[src/rtl/riscv_multicycle_control.sv]
// riscv_multicycle_control: multi-cycle RV32I main control FSM with memory watchdog, sticky errors and retire counter
module riscv_multicycle_control #(
  parameter int MEM_HANDSHAKE = 1,
  parameter int MEM_TIMEOUT = 16,
  parameter int CNT_W = 32
) (
  input  logic             clk,
  input  logic             rst,
  input  logic [6:0]       opcode,
  input  logic             zero,
  input  logic             mem_ready,
  output logic             pc_write,
  output logic             adr_src,
  output logic             mem_read,
  output logic             mem_write,
  output logic             ir_write,
  output logic [1:0]       result_src,
  output logic [1:0]       alu_src_a,
  output logic [1:0]       alu_src_b,
  output logic [1:0]       alu_op,
  output logic             reg_write,
  output logic [3:0]       state,
  output logic             err_illegal,
  output logic             err_timeout,
  output logic [CNT_W-1:0] retired
);
  typedef enum logic [3:0] {
    FETCH, DECODE, MEMADR, MEMREAD, MEMWB, MEMWRITE, EXECR, EXECI, ALUWB, BEQ, JAL
  } state_t;
  localparam logic [6:0] OP_LW = 7'b0000011, OP_SW = 7'b0100011, OP_R = 7'b0110011,
                         OP_I = 7'b0010011, OP_B = 7'b1100011, OP_J = 7'b1101111;
  localparam int WW = MEM_TIMEOUT > 2 ? $clog2(MEM_TIMEOUT) : 1;
  state_t st, nxt;
  logic [WW-1:0] wait_cnt;
  logic rdy, wait_st, tmo, ret;
  assign rdy = MEM_HANDSHAKE != 0 ? mem_ready : 1'b1;
  assign wait_st = st inside {FETCH, MEMREAD, MEMWRITE};
  assign tmo = (MEM_TIMEOUT > 0) && wait_st && !rdy && wait_cnt == WW'(MEM_TIMEOUT - 1);
  assign ret = nxt == FETCH && (st inside {MEMWB, ALUWB, BEQ} || (st == MEMWRITE && rdy));
  assign state = st;
  always_comb begin
    nxt = FETCH;
    case (st)
      FETCH:    nxt = rdy ? DECODE : FETCH;
      DECODE:   nxt = (opcode == OP_LW || opcode == OP_SW) ? MEMADR :
                      opcode == OP_R ? EXECR : opcode == OP_I ? EXECI :
                      opcode == OP_B ? BEQ : opcode == OP_J ? JAL : FETCH;
      MEMADR:   nxt = opcode == OP_LW ? MEMREAD : MEMWRITE;
      MEMREAD:  nxt = rdy ? MEMWB : MEMREAD;
      MEMWRITE: nxt = rdy ? FETCH : MEMWRITE;
      EXECR:    nxt = ALUWB;
      EXECI:    nxt = ALUWB;
      JAL:      nxt = ALUWB;
      default:  nxt = FETCH;
    endcase
    if (tmo) nxt = FETCH;
  end
  always_comb begin
    pc_write = 1'b0;
    adr_src = 1'b0;
    mem_read = 1'b0;
    mem_write = 1'b0;
    ir_write = 1'b0;
    result_src = 2'b00;
    alu_src_a = 2'b00;
    alu_src_b = 2'b00;
    alu_op = 2'b00;
    reg_write = 1'b0;
    case (st)
      FETCH:    begin mem_read = 1'b1; alu_src_b = 2'b10; result_src = 2'b10; ir_write = rdy; pc_write = rdy; end
      DECODE:   begin alu_src_a = 2'b01; alu_src_b = 2'b01; end
      MEMADR:   begin alu_src_a = 2'b10; alu_src_b = 2'b01; end
      MEMREAD:  begin adr_src = 1'b1; mem_read = 1'b1; end
      MEMWB:    begin result_src = 2'b01; reg_write = 1'b1; end
      MEMWRITE: begin adr_src = 1'b1; mem_write = 1'b1; end
      EXECR:    begin alu_src_a = 2'b10; alu_op = 2'b10; end
      EXECI:    begin alu_src_a = 2'b10; alu_src_b = 2'b01; alu_op = 2'b10; end
      ALUWB:    reg_write = 1'b1;
      BEQ:      begin alu_src_a = 2'b10; alu_op = 2'b01; pc_write = zero; end
      JAL:      begin alu_src_a = 2'b01; alu_src_b = 2'b10; pc_write = 1'b1; end
      default:  ;
    endcase
  end
  // a timeout in FETCH keeps the state, so the counter is cleared explicitly
  always_ff @(posedge clk or posedge rst) begin
    if (rst) begin
      st <= FETCH;
      wait_cnt <= '0;
      retired <= '0;
      err_illegal <= 1'b0;
      err_timeout <= 1'b0;
    end else begin
      st <= nxt;
      wait_cnt <= (nxt != st || tmo) ? '0 : wait_cnt + WW'(1);
      err_illegal <= err_illegal | (st == DECODE && nxt == FETCH);
      err_timeout <= err_timeout | tmo;
      if (ret) retired <= retired + CNT_W'(1);
    end
  end
endmodule

[config.mk]
export PLATFORM = sky130hd
export DESIGN_NAME = riscv_multicycle_control
export DESIGN_NICKNAME = d
export VERILOG_FILES = /design/src/rtl/riscv_multicycle_control.sv
export SDC_FILE = /design/constraint.sdc
export NUM_CORES = 1
export LEC_CHECK = 0
export BUFFER_PORTS_ARGS = -buffer_cell sky130_fd_sc_hd__buf_2
export CAP_MARGIN = 20
export CORE_MARGIN = 4
export CORE_UTILIZATION = 40
export CTS_BUF_LIST = sky130_fd_sc_hd__clkbuf_4 sky130_fd_sc_hd__clkbuf_8
export DETAILED_ROUTE_END_ITERATION = 16
export GPL_ROUTABILITY_DRIVEN = 0
export PLACE_DENSITY_LB_ADDON = 0.05
export SLEW_MARGIN = 20
export SYNTH_ARGS = -nofsm -noshare
export SYNTH_HDL_FRONTEND = slang
export SYNTH_SLANG_ARGS = --single-unit
[constraint.sdc]
create_clock -name clk -period 4.6 [get_ports clk]
set_clock_uncertainty 0.2 [all_clocks]
set_input_delay 0.46 -clock clk [delete_from_list [all_inputs] [get_ports clk]]
set_output_delay 0.46 -clock clk [all_outputs]
set_load 0.02 [all_outputs]
==> results of run 1 <==
## layout make-up
class	instances	share of cell area
Tap cell	72	0.0312
Clock buffer	6	0.0286
Clock inverter	2	0.0208
Multi-Input combinational cell	187	0.432
Sequential cell	42	0.364
Inverter	10	0.0130
Timing Repair Buffer	63	0.110
## worst min-delay path by stage
stage	startpoint	to	slack, ns
after floorplan	wait_cnt[0]$_DFF_PP0_	wait_cnt[0]$_DFF_PP0_	0.24
after global placement	err_timeout$_DFF_PP0_	err_timeout$_DFF_PP0_	0.25
after detailed placement	err_timeout$_DFF_PP0_	err_timeout$_DFF_PP0_	0.25
after CTS	rst	err_timeout$_DFF_PP0_	0.1
after global routing	rst	err_timeout$_DFF_PP0_	0.13
final	rst	retired[3]$_DFFE_PP0P_	0.08
## critical path: cells and delay by family (launching register included)
| kind | cells | cell delay (ns) |
|---|---|---|
| simple gates | 2 | 0.48 |
| compound gates | 1 | 0.16 |
| buf+inv | 2 | 0.44 |
| flops | 1 | 0.84 |
## registers in the layout (all words and copies together) (netlist names)
name,count
retired,32
state,4
err_illegal,1
err_timeout,1
wait_cnt,4
## cell families after synthesis
| family | after synthesis | synth area share |
|---|---|---|
| AND/OR/NAND/NOR | 113 | 0.275 |
| flip-flops | 42 | 0.442 |
| XOR/XNOR | 37 | 0.136 |
| AO/OA/AOI/OAI | 33 | 0.0947 |
| buffers and inverters | 18 | 0.0326 |
| adder cells (fa/ha/maj) | 3 | 0.0147 |
| multiplexers | 1 | 0.00474 |
## cells in the mapped netlist (all sizes together) (3+ instances only)
library cell  number
nor2b              3
nor4               3
clkbuf             3
nand2             21
and4               4
buf                5
nand3             12
inv               10
nand2b             8
a21oi              5
nor3              13
o22ai              3
nand3b             4
o21ai             10
xnor2             22
xor2              15
dfrtp             42
nand4              5
and3               3
nor2              25
## power by group
part / internal, uW / total [uW] / switching, uW
Clock: 231 / 356 / 124
Sequential: 393 / 428 / 35.2
Combinational: 64.0 / 169 / 105
## stage by stage
stage | hold slack (ns) | total power [uW] | util | cell area, sq um
2_1_floorplan | 0.244 | 550 | - | 2380
3_3_place_gp | 0.251 | 606 | 0.487 | 2750
3_5_place_dp | 0.248 | 607 | 0.487 | 2750
4_1_cts | 0.0980 | 968 | 0.512 | 2890
5_1_grt | 0.130 | 1010 | 0.512 | 2890
6_report | 0.0804 | 953 | 0.512 | 2890
## per-layer routing
metal	wire (um)	vias up	part of all wire	track usage
met4	36	0	0.0067	0.0388
met1	2680	912	0.50	0.234
met5	0	-	0	0
met2	2350	60	0.44	0.210
li1	-	987	-	-
met3	318	4	0.059	0.0379
==> metrics list, run 1 <==
* Share of synthesized flip-flops with an asynchronous set or reset: 1.00
- Resized cells post-CTS: 0
- Type of the setup path with the least slack: reg -> out
* Area of the multi-input gates: 1250 sq um
* Critical Path AT: 2.21 ns
* Net count after synthesis: 260
- Total of endpoints with negative setup slack in the final report: 0
- Post-synthesis cell type count: 57
- The first TritonRoute pass finished after 4 iterations.
* Most frequent cells in the layout: 62 x buf_2, 42 x dfrtp_1, 25 x nor2_1
- Dividing the detail-routed via count by the number of cells gives 5.14.
- Counting the buffers created by CTS gives 5.
- Critical Path Sink: alu_src_a[0]
- Worst-path cell with the longest stage delay: dfrtp_1
* Critical register-to-register path endpoint: wait_cnt[1]$_DFF_PP0_
* Number of register bits inferred by synthesis: 42
- Critical Path End Type: output pin
- The die covers 7240 sq um.
* Sum of routed wire length over all layers: 5380 um
* Filler Cells Inserted: 547
- Compared with the post-synthesis result, the final layout area differs by 21.5%.
* Share of the synthesized area in the top cell type: 0.442
* Hold bufs inserted after CTS: 0
- The hold violation count in the final report came to 0.
- Clock-pin slew was measured on the worst setup and hold paths at 0.08 ns.
- Number of global-route vias before repair: 1770
- HPWL after detailed placement: 3970 um
- DIE HEIGHT: 85.1 um
- After synthesis, the cell types taking the most area are dfrtp_1 44%, xnor2_1 8.1%, xor2_1 5.5%.
- Post-route minimum period: 2.87 ns
- Number of warnings issued by yosys: 0
* R2R Path Start: state[1]$_DFF_PP0_
- Worst R2R Path Depth: 6
- In this run the number of H-tree levels came out at 2.
- The number of antenna diodes in the final layout is 0.
- In the finished design, the share of the clock period the worst path needs comes to 0.624.
- The share of the Yosys chip area taken by registers is 0.442.
- For the worst setup path, the data required time is 3.94 ns.
- The count of cells in the finished layout, fillers not included, comes to 382.
- Synthesized area divided by synthesized cell count: 9.62 sq um
- Derived from the worst setup path, the maximum achievable clock frequency is 349 MHz.
- Result of the run: finished, final reports clean
- Cells after DPL: 374
- Count of vias placed by the detailed router: 1963
- Min-Delay Path Class: in -> async
- Across the run, the number of max-cap violations was 0.
- At the placement stage, the worst setup path has a slack of 2.02 ns.
- GRT Overall Usage: 0.152
- In this run the count of I/O pins placed on the die edge is 63.
- The library cell used most frequently in the layout, excluding fill and tap cells, is buf_2.
- Power spread over the standard cell area amounts to 330 nW/um^2.
* Post-synth EDFFs: 0
- Unrepaired setup endpoints after global routing: false
* TritonCTS clock tree: built
- Origin of the worst setup path: state[1]$_DFF_PP0_
* Sinks on the clock net: 42
- Sequential standard cell area: 1050 sq um
* Top FF cell, synth: dfrtp_1
- For this design the static power due to leakage is 0.00133 uW.
- CTS Root Cell: clkbuf_8
- Cell area after synthesis: 2380 sq um
- The cell that appears most often on the critical path is nor2_1.
* Skew-Pair Late Insertion Delay: 0.29 ns
* Port bufs: 62
- Post-synthesis cell type with the largest combined area: dfrtp_1
- VDD sags by at most 0.224 mV.
* Total number of placement rows: 27
* Nature of the critical path startpoint: flop
- In this run the worst path has a maximum fanout of 22.
- The final count of pins violating max slew was 0.
* Max stage delay on crit path: 0.84 ns
- Overflow left after global routing: 0
- In this run, the number of DRC markers left after iteration 0 of detailed routing was 160.
- For the pin with the worst max-slew slack, the measured transition is 0.761 ns.
* Remaining design rule violation count: 0
- Cell breakdown of the critical path: inv_1, nor2_1, a22oi_1, nor2_1, buf_2
- After detailed routing, the average wire length per cell comes to 14.1 um.
- The count of nets left with antenna violations once routing finished came out at 0.
* Wire length of the first global-routing pass: 8930 um
* Worst-case register-to-register setup slack: 2.01 ns
* Final #Nets: 322
* Maximum clock insertion buffer count: 2
- Of the cells placed in the final design, the portion with a size suffix greater than 1 is 0.271.
- In the post-route analysis, the smallest setup slack over all paths is 1.73 ns.
- After floorplanning, the core was sized to cover 5640 sq um.
* Slew margin rel.: 0.493
- Post-CTS setup repair buffer count: 0
* Starting density of the core: 0.421
* Maximum number of pins on one net before global-route repair: 43
* X dimension of the die: 85.1 um
* Initial antenna violation count: 0
* Synthesized netlist cell count: 247
- Summed over all failing endpoints, the final setup total negative slack is 0 ns.
No activity file was read; power rests on OpenSTA's default activity.
==> run 2, diff against run 1 <==
- clock period: 4.6 -> 2.8 ns (I/O delays scaled with it)
==> run 2 against run 1 <==
  * Setup slack got worse by 1.3 ns
  * Critical path depth rose by 1
  * Non-clock buffer count rose by 9
  * Worst hold slack improved by 0.15 ns
  * Die area did not move
  * Total power increased by 53%
  * Sequential cell count did not move
==> metrics list, run 2 (synthesized netlist as in run 1, its figures left out) <==
- Among all stages on the critical path, the largest delay is contributed by dfrtp_1.
- Critical path buffer and inverter count: 0 (-2)
- The total power of the final layout is 1460 uW (+53%).
- The core box area was 5640 sq um (unchanged).
- Of the available clock period, the critical path in the final layout requires 0.851.
- Cells after DPL: 382 (+2.1%)
- The critical path data arrival time was 2.40 ns (+0.19 ns).
- CTS placed an instance of clkbuf_8 at the clock tree root.
* WL per Instance: 14.6 um (+3.5%)
- The effective utilization at floorplan is 0.421 (unchanged).
- Filler Cells Inserted: 554 (+1.3%)
* Total CTS buffers: 5 (unchanged)
- Type of the setup path with the least slack: reg -> reg
* Power spent charging and discharging nets: 440 uW (+67%)
- The final non-filler cell total was 391 (+2.4%).
- Peak supply drop: 0.294 mV (+31%)
- The cell leakage power was 0.00137 uW (+2.5%).
- The sequential power share came to 0.478 (+0.028).
- The share of total power in the clock network came to 0.322 (-0.051).
- Number of max-cap violations: 0 (unchanged)
- Count of TritonRoute iterations in the first routing pass: 4 (unchanged)
* HPWL after detailed placement: 4290 um (+8.2%)
* Starting DRC count in detailed routing: 143 (-11%)
* Fraction of final layout cells with drive strength greater than 1: 0.292 (+0.0206)
- The total setup violations reported at the end of the flow came to 0 (unchanged).
- Largest reg by FF count: retired
* Number of antenna diodes: 0 (unchanged)
- On the critical path the largest part of the delay comes from simple AND/OR/NAND/NOR gates.
* Wire length of the first global-routing pass: 9710 um (+8.7%)
- The number of flip-flops in the largest register was 32 (unchanged).
* Maximum number of pins on one net before global-route repair: 28 (-35%)
* Most common cell after layout, fill and taps aside: buf_2
- Internal: 1020 uW (+48%)
- Post-detailed-route via-to-cell ratio: 5.13 (-0.16%)
- Transition time of the tightest slew-check pin: 0.584 ns (-0.177 ns)
* Post-synthesis to final-layout area growth: 23.0%
* R2R Path Start: state[3]$_DFF_PP0_
- Count of vias placed by the detailed router: 2006 (+2.2%)
* Maximum clock insertion buffer count: 2 (unchanged)
* Startpoint of the worst hold path: opcode[0]
* Die Footprint: 7240 sq um (unchanged)
- Overflow left after global routing: 0 (unchanged)
- TritonCTS built the clock tree.
- Clock-pin slew reported for the worst setup and hold paths after clock tree synthesis: 0.08 ns (about the same)
* Critical Path End Type: flop
- The total of buffers placed on input and output ports is 62 (unchanged).
- Number of endpoints with negative hold slack in the final report: 0 (unchanged)
- Tracing the worst setup path back leads to its startpoint at state[3]$_DFF_PP0_.
- The via count of the first global-routing pass was 1940 (+9.6%).
- Remaining design rule violation count: 0 (unchanged)
* Worst EP required: 2.82 ns (-1.12 ns)
- Post-route minimum period: 2.38 ns
* Sinks on the clock net: 42 (unchanged)
* Cell breakdown of the critical path: nand2b_1, a21boi_4, nand3b_1, nor2_1, and3_1, xor2_1
- The maximum cell stage delay along the critical path came to 0.66 ns (-0.18 ns).
- FMAX: 420 MHz
- The global routing usage summed across all routing layers is 0.164 (+0.0122).
- The proportion of power drawn by combinational gates was 0.200 (+0.023).
* Finished Cell Area: 2920 sq um (+1.3%)
- The final-layout setup total negative slack came to 0 ns (unchanged).
- The final layout net count came to 331 (+2.8%).
* DIE HEIGHT: 85.1 um (unchanged)
- Total number of placement rows: 27 (unchanged)
- Sum of routed wire length over all layers: 5700 um (+5.9%)
- The number of antenna-violating nets in the routed design is 0 (unchanged).
- The switching part of the total is 0.301 (+0.0240).
* X dimension of the die: 85.1 um (unchanged)
- Skew-Pair Late Insertion Delay: 0.29 ns (about the same)
- Area of placed instances: 2810 sq um (+2.2%)
- The power density normalized to cell area is 500 nW/um^2 (+52%).
* Nature of the critical path startpoint: flop
- The number of post-CTS setup repair buffers was 0 (unchanged).
* Result of the run: finished, final reports clean
- The worst-path maximum fanout was 16 (-27%).
- Setup repair after global routing left no endpoint under its margin.
- Slew margin rel.: 0.610 (+0.118)
* Final Max Tran Viols: 0 (unchanged)
- Leaving out fill and tap cells, the most frequent cells in the layout are 62 x buf_2, 42 x dfrtp_1, 25 x nor2_1.
- Initial antenna violation count: 0 (unchanged)
* Ports placed on the boundary: 63 (unchanged)
- In this run the worst hold path is classified as in -> reg.
* H-Tree Depth: 2 (unchanged)
[run 2: changes by cell type in the layout (fill, tap and decap cells not counted)]
cell,delta
clkinv_2,+2
clkbuf_8,-1
clkinv_1,-1
bufinv_16,-1
inv_2,+1
buf_4,+8
dlygate4sd3_1,+1
[run 2: stage by stage]
step	utilization	setup WS [ns]	hold slack, ns
2_1_floorplan	-	0.562	0.244
3_3_place_gp	0.497	0.538	0.230
3_5_place_dp	0.497	0.414	0.231
4_1_cts	0.518	0.398	0.217
5_1_grt	0.518	0.146	0.238
6_report	0.518	0.418	0.230
[run 2: layer usage]
| metal | GRT usage | vias to the layer above | part of all wire |
|---|---|---|---|
| met2 | 0.232 | 46 | 0.43 |
| met3 | 0.0379 | 7 | 0.052 |
| li1 | - | 1000 | - |
| met1 | 0.248 | 953 | 0.51 |
| met4 | 0.0475 | 0 | 0.012 |
| met5 | 0 | - | 0 |
[run 2: final cells by class]
type / count / area [sq um] / share of cell area
inverters: 10 / 37.5 / 0.0128
repair buffers: 72 / 388 / 0.133
clock inverters: 3 / 40.0 / 0.0137
flip-flops and latches: 42 / 1050 / 0.359
clock buffers: 5 / 68.8 / 0.0235
well taps: 72 / 90.1 / 0.0308
multi-input cells: 187 / 1250 / 0.427
[run 2: path summary, 6_finish.rpt]
path	end	slack, ns	depth (start not counted)
min in group asynchronous	retired[5]$_DFFE_PP0P_	0.40	3
setup reg to reg	retired[18]$_DFFE_PP0P_	0.42	6
setup / recovery	retired[18]$_DFFE_PP0P_	0.42	6
hold / removal	state[3]$_DFF_PP0_	0.23	4
max in group asynchronous	retired[13]$_DFFE_PP0P_	1.45	4
hold reg to reg	err_illegal$_DFF_PP0_	0.26	2
[run 2: timing repair]
action / CTS / global route
resized for setup: 0 / 0
endpoints found under the hold margin: 25 / 0
hold buffers: 1 / 0
[run 2: power groups by stage]
stage,Combinational [uW],Sequential (uW),Clock (uW)
after floorplan,174,729,0
after global placement,295,710,0
after detailed placement,293,712,0
after CTS,296,699,488
after global routing,325,707,522
final,292,699,471
[run 2: worst register-to-register path, cell delays in order, from the launching register on]
cell and delay, ns:
dfrtp_1 0.66, nand2b_1 0.23, a21boi_4 0.21, nand3b_1 0.34
nor2_1 0.33, and3_1 0.21, xor2_1 0.15
==> run 3, diff against run 2 <==
- PLACE_DENSITY: default -> 0.6
- PLACE_DENSITY_LB_ADDON: 0.05 -> default
==> run 3 against run 2 <==
  * Combinational power shrank 2%
  * Worst hold slack lost 0.071 ns
  * Die area is the same
  * Sequential power is essentially flat
  * First-iteration DRC count shrank 41%
  * Critical endpoint is now wait_cnt[3]$_DFF_PP0_
  * Highest routed layer unchanged
  * Critical path type unchanged
  * Wire length shrank 3.6%
  * Critical path depth is the same
  * Clock-buffer cell count grew 1
  * Sequential share of layout area grew 0.12 points
  * Final cell count shrank 0.51%
  * Total power grew 0.72%
  * Non-clock buffer count shrank 2
==> metrics list, run 3 (synthesized netlist as in run 1, its figures left out) <==
- The worst hold-check slack came to 0.159 ns (-0.0710 ns).
* Overflow left after global routing: 0 (unchanged)
- The cell family contributing the most delay on the critical path is compound AO/OA/AOI/OAI gates.
- GRT Overall Usage: 0.151 (-0.0131)
- The placed cell count is 380 (-0.52%).
* Maximum number of pins on one net before global-route repair: 43 (+54%)
- Worst Path Max Fanout: 13 (-3)
* Total of endpoints with negative setup slack in the final report: 0 (unchanged)
* R2R Path Start: state[0]$_DFF_PP0_
- Critical path buffer and inverter count: 0 (unchanged)
- The die height came to 85.1 um (unchanged).
* Ports placed on the boundary: 63 (unchanged)
- Total number of placement rows: 27 (unchanged)
- Transition time of the tightest slew-check pin: 0.560 ns (-0.0241 ns)
* Placeable core region: 5640 sq um (unchanged)
* Fraction of final layout cells with drive strength greater than 1: 0.284 (-0.00762)
- The worst reg-to-reg setup slack came to 0.30 ns (-0.11 ns).
- The number of sinks on the clock net was 42 (unchanged).
* P per Cell Area: 506 nW/um^2 (+1.1%)
- Leakage power: 0.00135 uW (-0.86%)
* Worst EP required: 2.76 ns (-0.06 ns)
- The number of antenna-violating nets in the routed design was 0 (unchanged).
- Walking the worst path, the cells encountered are nor2b_1, nand2_1, o41ai_1, o22ai_1, o21ai_1, nor3_1.
- The average via count per standard cell was 5.10 (-0.69%).
* Count of vias placed by the detailed router: 1982 (-1.2%)
* Sequential standard cell area: 1050 sq um (unchanged)
- In this run the worst hold path is classified as in -> reg.
- The setup path with the least slack is of type reg -> reg.
- Post-Layout Cell Count: 389 (-0.51%)
- The clock insertion delay at the later pin of the skew report is 0.29 ns (about the same).
- Nature of the critical path startpoint: flop
- Number of max-cap violations: 0 (unchanged)
- Post-synthesis to final-layout area growth: 22.6%
- Number of endpoints with negative hold slack in the final report: 0 (unchanged)
- The run finished with clean final reports.
- The hold-fix buffer count after cts came to 1 (unchanged).
- The number of gates resized after CTS was 0 (unchanged).
- FMAX: 401 MHz (-4.6%)
- WL per Instance: 14.1 um (-3.2%)
* Clock-pin slew reported for the worst setup and hold paths after clock tree synthesis: 0.08 ns (about the same)
- Post-route minimum period: 2.50 ns (+0.114 ns)
- The via count of the first global-routing pass came to 1908 (-1.6%).
- Post-route total power: 1470 uW (+0.72%)
- The critical path data arrival time is 2.45 ns (+0.05 ns).
* Worst slack, placed: 0.345 ns (-0.0690 ns)
- The post-layout worst setup margin came to 0.304 ns (-0.114 ns).
- The worst setup path is captured at a flop.
- Worst-path cell with the longest stage delay: dfrtp_1
- Setup_tns: 0 ns (unchanged)
- Crit path depth: 6 (unchanged)
* Total CTS buffers: 5 (unchanged)
- Starting density of the core: 0.421 (unchanged)
* Wire length of the first global-routing pass: 9080 um (-6.5%)
- The starting DRC count in detailed routing came to 84 (-41%).
- The path with the worst hold slack has its endpoint at state[3]$_DFF_PP0_.
* Startpoint of the worst hold path: opcode[0]
- The detailed-routing iteration count for the pre-antenna-repair pass is 4 (unchanged).
- The maximum cell stage delay along the critical path is 0.60 ns (-0.06 ns).
- Leaving out fill and tap cells, the most frequent cells in the layout are 62 x buf_2, 42 x dfrtp_1, 25 x nor2_1.
- Port bufs: 62 (unchanged)
- Final #Nets: 329 (-0.60%)
- The endpoint identified for the worst register-to-register timing path is wait_cnt[3]$_DFF_PP0_.
* Remaining design rule violation count: 0 (unchanged)
- The full die area is 7240 sq um (unchanged).
- The highest ir drop seen on vdd was 0.351 mV (+20%).
- The number of flip-flops in the largest register came to 32 (unchanged).
* X dimension of the die: 85.1 um (unchanged)
- The maximum clock path buffer count is 2 (unchanged).
- Unrepaired setup endpoints after global routing: false
- The final cycle utilization of the critical path was 0.891 (+0.0409).
* Post-CTS setup repair buffer count: 0 (unchanged)
- Largest reg by FF count: retired
* CTS Root Cell: clkbuf_8
- Filler Cells Inserted: 526 (-5.1%)
- TritonCTS built the clock tree.
- Hold Crit Depth: 3 (-1)
- Slew margin rel.: 0.622 (+0.0117)
- Final Max Tran Viols: 0 (unchanged)
- HPWL after detailed placement: 4110 um (-4.3%)
- The total area of multi-input combinational cells is 1250 sq um (unchanged).
- The total wirelength of the detailed-routed design was 5490 um (-3.6%).
* Number of antenna diodes: 0 (unchanged)
- Initial antenna violation count: 0 (unchanged)
* H-Tree Depth: 2 (unchanged)
- Worst R2R Path Depth: 6 (unchanged)
- Most common cell after layout, fill and taps aside: buf_2
[run 3: per-stage QoR]
stage / cell area [sq um] / util
5_1_grt: 2910 / 0.517
2_1_floorplan: 2380 / -
3_5_place_dp: 2790 / 0.495
4_1_cts: 2910 / 0.517
3_3_place_gp: 2790 / 0.495
6_report: 2910 / 0.517
[run 3: worst max path at each step]
stage / start / to / slack, ns
after floorplan: retired[2]$_DFFE_PP0P_ / retired[31]$_DFFE_PP0P_ / 0.56
after global placement: state[0]$_DFF_PP0_ / wait_cnt[3]$_DFF_PP0_ / 0.36
after detailed placement: state[0]$_DFF_PP0_ / wait_cnt[3]$_DFF_PP0_ / 0.34
after CTS: state[0]$_DFF_PP0_ / wait_cnt[3]$_DFF_PP0_ / 0.30
after global routing: state[0]$_DFF_PP0_ / wait_cnt[3]$_DFF_PP0_ / 0.11
final: state[0]$_DFF_PP0_ / wait_cnt[3]$_DFF_PP0_ / 0.30
[run 3: per-layer routing]
| metal | part of all wire | up-vias | wire, um | GRT usage |
|---|---|---|---|---|
| met1 | 0.50 | 918 | 2770 | 0.228 |
| li1 | - | 1004 | - | - |
| met5 | 0 | - | 0 | 0 |
| met2 | 0.44 | 58 | 2420 | 0.219 |
| met3 | 0.054 | 2 | 299 | 0.0330 |
| met4 | 0.0015 | 0 | 8 | 0.0374 |
[run 3: power by group]
part / total [uW] / internal [uW] / leakage, uW / switching [uW]
clock: 486 / 276 / 0.0000548 / 211
sequential: 699 / 646 / 0.000514 / 53.0
combinational: 287 / 110 / 0.000785 / 177
total: 1470 / 1030 / 0.00135 / 441
[run 3: layout make-up]
class	instances	share of cell area
Multi-Input combinational cell	187	0.429
Sequential cell	42	0.361
Timing Repair Buffer	70	0.128
Tap cell	72	0.0309
Clock buffer	6	0.0262
Clock inverter	2	0.0129
Inverter	10	0.0129
[run 3: tightest hold or removal path, stage by stage]
cell and delay [ns]:
buf_2 0.11, nand2_1 0.08, o41ai_1 0.13
